## config.mk

```make
export PLATFORM = sky130hd
export DESIGN_NAME = nibble_assembler
export DESIGN_NICKNAME = d
export VERILOG_FILES = /design/src/rtl/nibble_assembler.sv
export SDC_FILE = /design/constraint.sdc
export NUM_CORES = 1
export LEC_CHECK = 0
export ABC_AREA = 1
export BUFFER_PORTS_ARGS = -buffer_cell sky130_fd_sc_hd__buf_2
export CAP_MARGIN = 20
export CORE_AREA = 2 2 52 54
export CTS_BUF_LIST = sky130_fd_sc_hd__clkbuf_2 sky130_fd_sc_hd__clkbuf_4 sky130_fd_sc_hd__clkbuf_8
export CTS_CLUSTER_DIAMETER = 30
export CTS_CLUSTER_SIZE = 20
export DETAILED_ROUTE_END_ITERATION = 10
export DIE_AREA = 0 0 54 56
export GPL_TIMING_DRIVEN = 0
export PLACE_DENSITY = 0.78
export SYNTH_ARGS = -nofsm -noshare
export SYNTH_HDL_FRONTEND = slang
export SYNTH_SLANG_ARGS = --single-unit
```

## constraint.sdc

```tcl
create_clock -name clk -period 3.58 [get_ports clk]
set_clock_uncertainty 0.05 [all_clocks]
set_input_delay 0.716 -clock clk [delete_from_list [all_inputs] [get_ports clk]]
set_output_delay 0.716 -clock clk [all_outputs]
set_load 0.02 [all_outputs]
```

## src/rtl/nibble_assembler.sv

```systemverilog
// Collects two 4-bit nibbles over valid/ready, merges them through the external
// nibble shifter into one byte and presents that byte downstream with valid/ready.
module nibble_assembler #(
    parameter int HIGH_FIRST = 1,
    parameter int TIMEOUT    = 16
) (
    input  logic       clk,
    input  logic       rst,
    input  logic [3:0] nibIN,
    input  logic       nibValid,
    output logic       nibReady,
    output logic [3:0] shNib,
    output logic       shSel,
    input  logic [7:0] shData,
    input  logic       clear,
    output logic [7:0] byteOUT,
    output logic       byteValid,
    input  logic       byteReady,
    output logic       timeoutErr
);

    localparam logic [1:0] IDLE  = 2'd0;
    localparam logic [1:0] WAIT2 = 2'd1;
    localparam logic [1:0] FULL  = 2'd2;

    localparam logic       FIRST_SEL = (HIGH_FIRST != 0);
    localparam logic [7:0] LAST_CNT  = (TIMEOUT == 0) ? 8'd0 : 8'(TIMEOUT - 1);

    logic [1:0] state;
    logic [7:0] acc;
    logic [7:0] cnt;
    logic [7:0] first_part;
    logic       accept;

    assign nibReady = ((state == IDLE) || (state == WAIT2)) && !clear;
    assign accept   = nibValid && nibReady;
    assign shNib    = nibIN;
    assign shSel    = (state == IDLE) ? FIRST_SEL : ~FIRST_SEL;

    // The half of the shifter result not selected is forced to zero before it lands in acc.
    assign first_part = FIRST_SEL ? {shData[7:4], 4'h0} : {4'h0, shData[3:0]};

    always_ff @(posedge clk or posedge rst) begin
        if (rst) begin
            state      <= IDLE;
            acc        <= '0;
            cnt        <= '0;
            byteOUT    <= '0;
            byteValid  <= 1'b0;
            timeoutErr <= 1'b0;
        end else begin
            timeoutErr <= 1'b0;
            if (clear) begin
                state     <= IDLE;
                acc       <= '0;
                cnt       <= '0;
                byteValid <= 1'b0;
            end else begin
                case (state)
                    IDLE: begin
                        if (accept) begin
                            acc   <= first_part;
                            cnt   <= '0;
                            state <= WAIT2;
                        end
                    end
                    WAIT2: begin
                        // A second nibble in the last allowed cycle beats the timeout.
                        if (accept) begin
                            byteOUT   <= acc | shData;
                            byteValid <= 1'b1;
                            state     <= FULL;
                        end else if (TIMEOUT != 0) begin
                            if (cnt == LAST_CNT) begin
                                state      <= IDLE;
                                acc        <= '0;
                                cnt        <= '0;
                                timeoutErr <= 1'b1;
                            end else begin
                                cnt <= cnt + 8'd1;
                            end
                        end
                    end
                    FULL: begin
                        if (byteReady) begin
                            byteValid <= 1'b0;
                            state     <= IDLE;
                        end
                    end
                    default: state <= IDLE;
                endcase
            end
        end
    end

endmodule

```

; Word level (Yosys, flattened, before mapping)
; Index checks and enable logic that the tools add are counted.
[word_totals]
ff_bits = 28
latchBits = 0
ramBits = 0
romBits = 0
output_inout_bits = 16
elab_cells = 55
mem_count = 0
[classes]
n_addsub = 1
n_mul = 0
div_mod_pow = 0
n_lt_le_gt_ge = 0
eq_ne = 9
shifts = 0
mux = 25
n_bitwise = 2
reduce_logical = 12
[ops]
columns = operator, n
row1 = 2-to-1 mux 8 bit, 8
row2 = one-hot mux 8 bit (2 select lines), 2
row3 = != test 3 bit (second input constant), 4
row4 = AND reduction 3 bit, 4
row5 = 2-to-1 mux 2 bit, 5
row6 = adder 8 x 1 -> 8 bit (second input constant), 1
row7 = == test 8 x 4 -> 1 bit (second input constant), 1
row8 = 2-to-1 mux 1 bit, 8
row9 = OR 8 bit, 1
row10 = one-hot mux 2 bit (3 select lines), 1
row11 = nonzero test 3 bit, 2
row12 = != test 4 x 3 -> 1 bit (second input constant), 1
row13 = AND reduction 4 bit, 1
row14 = != test 3 x 2 -> 1 bit (second input constant), 1
row15 = == test 2 x 1 -> 1 bit (second input constant), 1
row16 = == test 2 bit (second input constant), 1
row17 = logical AND 1 bit, 2
row18 = zero test 2 bit, 1
row19 = one-hot mux 1 bit (2 select lines), 1
row20 = zero test 1 bit, 1
row21 = logical OR 1 bit, 1
row22 = NOT 1 bit, 1

; Longest topological paths before layout
[logic_depth]
word_depth = 7
mapped_depth = 8
mapped_depth_nobuf = 8

; Worst setup path after synthesis
; No wires, ideal clock.
[synth_timing]
path_kind = input -> output
start = in clear
end = out nibReady
t_arrival_ns = 0.973
required_time_ns = 2.814
path_slack_ns = 1.841
path_stages = 1
n_path_buf = 0
cell_sequence = nor2_2
[synth_between]
elab_chain_cells = 2
[synth_lines]
columns = item, line_no
row1 = "start, declared", 15  ; input logic clear,
row2 = zero test 1 bit, 35  ; assign nibReady = ((state == IDLE) || (state == WAIT2)) && !clear;
row3 = logical AND 1 bit, 35
row4 = "end, declared", 11  ; output logic nibReady,
; Every way passes these cells.

; Worst setup path in the final report
; Ends and elaborated chain as after synthesis.

==> flow_summary.json <==
{
  "status": "complete, no violations",
  "dpl.hpwl_um": 2080,
  "yosysTopAreaCellShare_pct": 47.3,
  "wl_met2_um": 1310,
  "ys_ff_latch": 24,
  "yosysSeqAreaShare_pct": 47.3,
  "die_y_um": 56,
  "port_buffers": 28,
  "synth_nets": 183,
  "crit_type": "primary input to output pin",
  "drtIter0Drc": 26,
  "vdd_drop_max_mv": 0.285,
  "clkTransAtPathRegs_ns": 0.11,
  "numCtsBuffers": 3,
  "cpMaxStageDelayCell": "buf_2",
  "p_total_w": 0.000613,
  "slowest_delay_ns": 0.20,
  "start_util_pct": 52.2,
  "crit_top_cell": "buf_2",
  "cts.sinks": 24,
  "netlist-cell-type-count": 20,
  "worst_pin_slew_ns": 0.874,
  "overflow": 0,
  "crit_chain": "buf_2 > nor2_2 > buf_2",
  "clock_path_buffers": 2,
  "syn_to_final_growth_pct": 15.8,
  "grt_pass1_vias": 1135,
  "die_w_um": 54,
  "avgRoutedWirePerCell_um": 11.8,
  "critPathBufInv": 2,
  "clk-insertion-delay-late_ns": 0.31,
  "max_cap_violations": 0,
  "avgSynthCellArea_um2": 7.70,
  "diodes": 0,
  "syn_area_um2": 1270,
  "cts_tree": "built",
  "drive_gt1_share_pct": 25.5,
  "grt_pass1_wl_um": 4700,
  "synth_area_leader_cell": "dfrtp_1",
  "grt_max_degree": 25,
  "fin_crit_sh_pct": 56.4,
  "grt.total_usage_pct": 20.6,
  "relSlewSlack_pct": 41.7,
  "cts_setup_buffers": 0,
  "finalHoldViolCount": 0,
  "start_kind": "primary input",
  "slew_violations": 0,
  "fin_setup_tns_ns": 0,
  "ys_warn_count": 0,
  "max_freq_mhz": 495,
  "antenna_found_initial": 0,
  "gp_congestion": 0.866,
  "viasPerCell": 5.17,
  "cpLargestDelayFamily": "buffers and inverters",
  "cp-end-kind": "output pin",
  "clockRootBuffer": "clkbuf_4",
  "wl_met1_um": 1170,
  "setup_viol": 0,
  "design.core.area_um2": 2430,
  "synth.top_cells.by_area": "dfrtp_1 47%, nand2_1 17%, nor2_1 5.3%, inv_1 4.4%, nand3_1 4.3%",
  "rows": 18,
  "critPathRequiredTime_ns": 2.81,
  "dr_wl_met3_um": 157,
  "pin_count": 33,
  "layout_min_cycle_time_ns": 2.02,
  "critical_path_peak_fanout": 6,
  "num_vias": 1169,
  "dieArea_um2": 3020,
  "netlist_instances": 165,
  "drtAntennaViolNets": 0,
  "p_leak_nw": 0.790,
  "rsz0062_at_grt": "false",
  "drt-total-wl_um": 2680,
  "cp.arrival_ns": 1.25,
  "drc": 0,
  "cts_hold_buffers": 0,
  "htreeDepth": 1,
  "top_layer": "met4",
  "post_cts_resized": 0,
  "min_path_type": "register to register",
  "fin_nets": 216,
  "powerDensity_nw_per_um2": 417,
  "dr.pass1.iters": 4
}
-- cell type report --
class	count	area, um^2
Sequential cell	24	601
Tap cell	30	37.5
Timing Repair Buffer	28	140
Multi-Input combinational cell	117	556
Fill cell	228	962
Buffer	6	46.3
Clock buffer	3	22.5
Inverter	18	67.6
-- metal layers --
metal	global-route usage, %	up-vias
met2	34.3	46
met5	0	-
met3	2.42	5
met4	8.21	0
li1	-	580
met1	26.6	538
-- stage by stage --
stage / worst slack, ns / cells / util [%] / hold WS [ns] / area [um^2]
final: 1.56 / 226 / 60.4 / 0.425 / 1470
after global routing: 1.54 / 226 / 60.4 / 0.477 / 1470
after CTS: 1.58 / 226 / 60.4 / 0.435 / 1470
after detailed placement: 1.57 / 223 / 59.5 / 0.404 / 1450
after global placement: 1.58 / 223 / 59.5 / 0.404 / 1450
after floorplan: 1.84 / 165 / - / 0.400 / 1270
-- sequential cells by signal, summed over array words and instances, names as in the netlist --
signal and count:
byteOUT 8, state 2, acc 4, timeoutErr 1
byteValid 1, cnt 8
-- synth_stat cells (all sizes together) --
cell   count
a21oi      2
dfrtp     24
nor3       2
nand4      3
o21ai     12
buf        6
ha         1
inv       18
nand3     15
nand2     59
nor2      23
-- power by group --
| group | internal, W | switching, W |
|---|---|---|
| clock network | 0.0000394 | 0.0000760 |
| registers | 0.000308 | 0.0000221 |
| logic | 0.0000579 | 0.000110 |
-- layout by cell type (no fill, tap or decap), drive strengths merged --
master / count
nor3: 2
a21oi: 2
ha: 1
nand2: 59
inv: 18
nand3: 15
nand4: 3
clkbuf: 3
buf: 34
dfrtp: 24
o21ai: 12
nor2: 23
-- worst paths after layout --
check,slack (ns),cells past startpoint,from,endpoint
worst min register to register,0.42,2,byteValid,byteValid
worst max register to register,1.98,8,cnt[1],acc[5]
min in group asynchronous,0.51,2,rst,acc[7]
max in group asynchronous,2.43,2,rst,cnt[3]
worst max-delay path,1.56,3,clear,nibReady
worst min-delay path,0.42,2,byteValid,byteValid
-- cell families after synthesis --
kind of cell,Yosys count,share of synthesized area (%)
compound gates,14,5.81
fa+ha+maj,1,0.985
buf+inv,24,8.96
flops,24,47.3
simple gates,102,36.9
-- worst register-to-register path, delay by kind of cell (launching register included) --
| kind | cells | cell delay, ns |
|---|---|---|
| adders and majority gates | 1 | 0.30 |
| and+or+nand+nor | 6 | 0.69 |
| DFF | 1 | 0.40 |
| buffers and inverters | 1 | 0.07 |
Power figures use the tool's default switching activity.
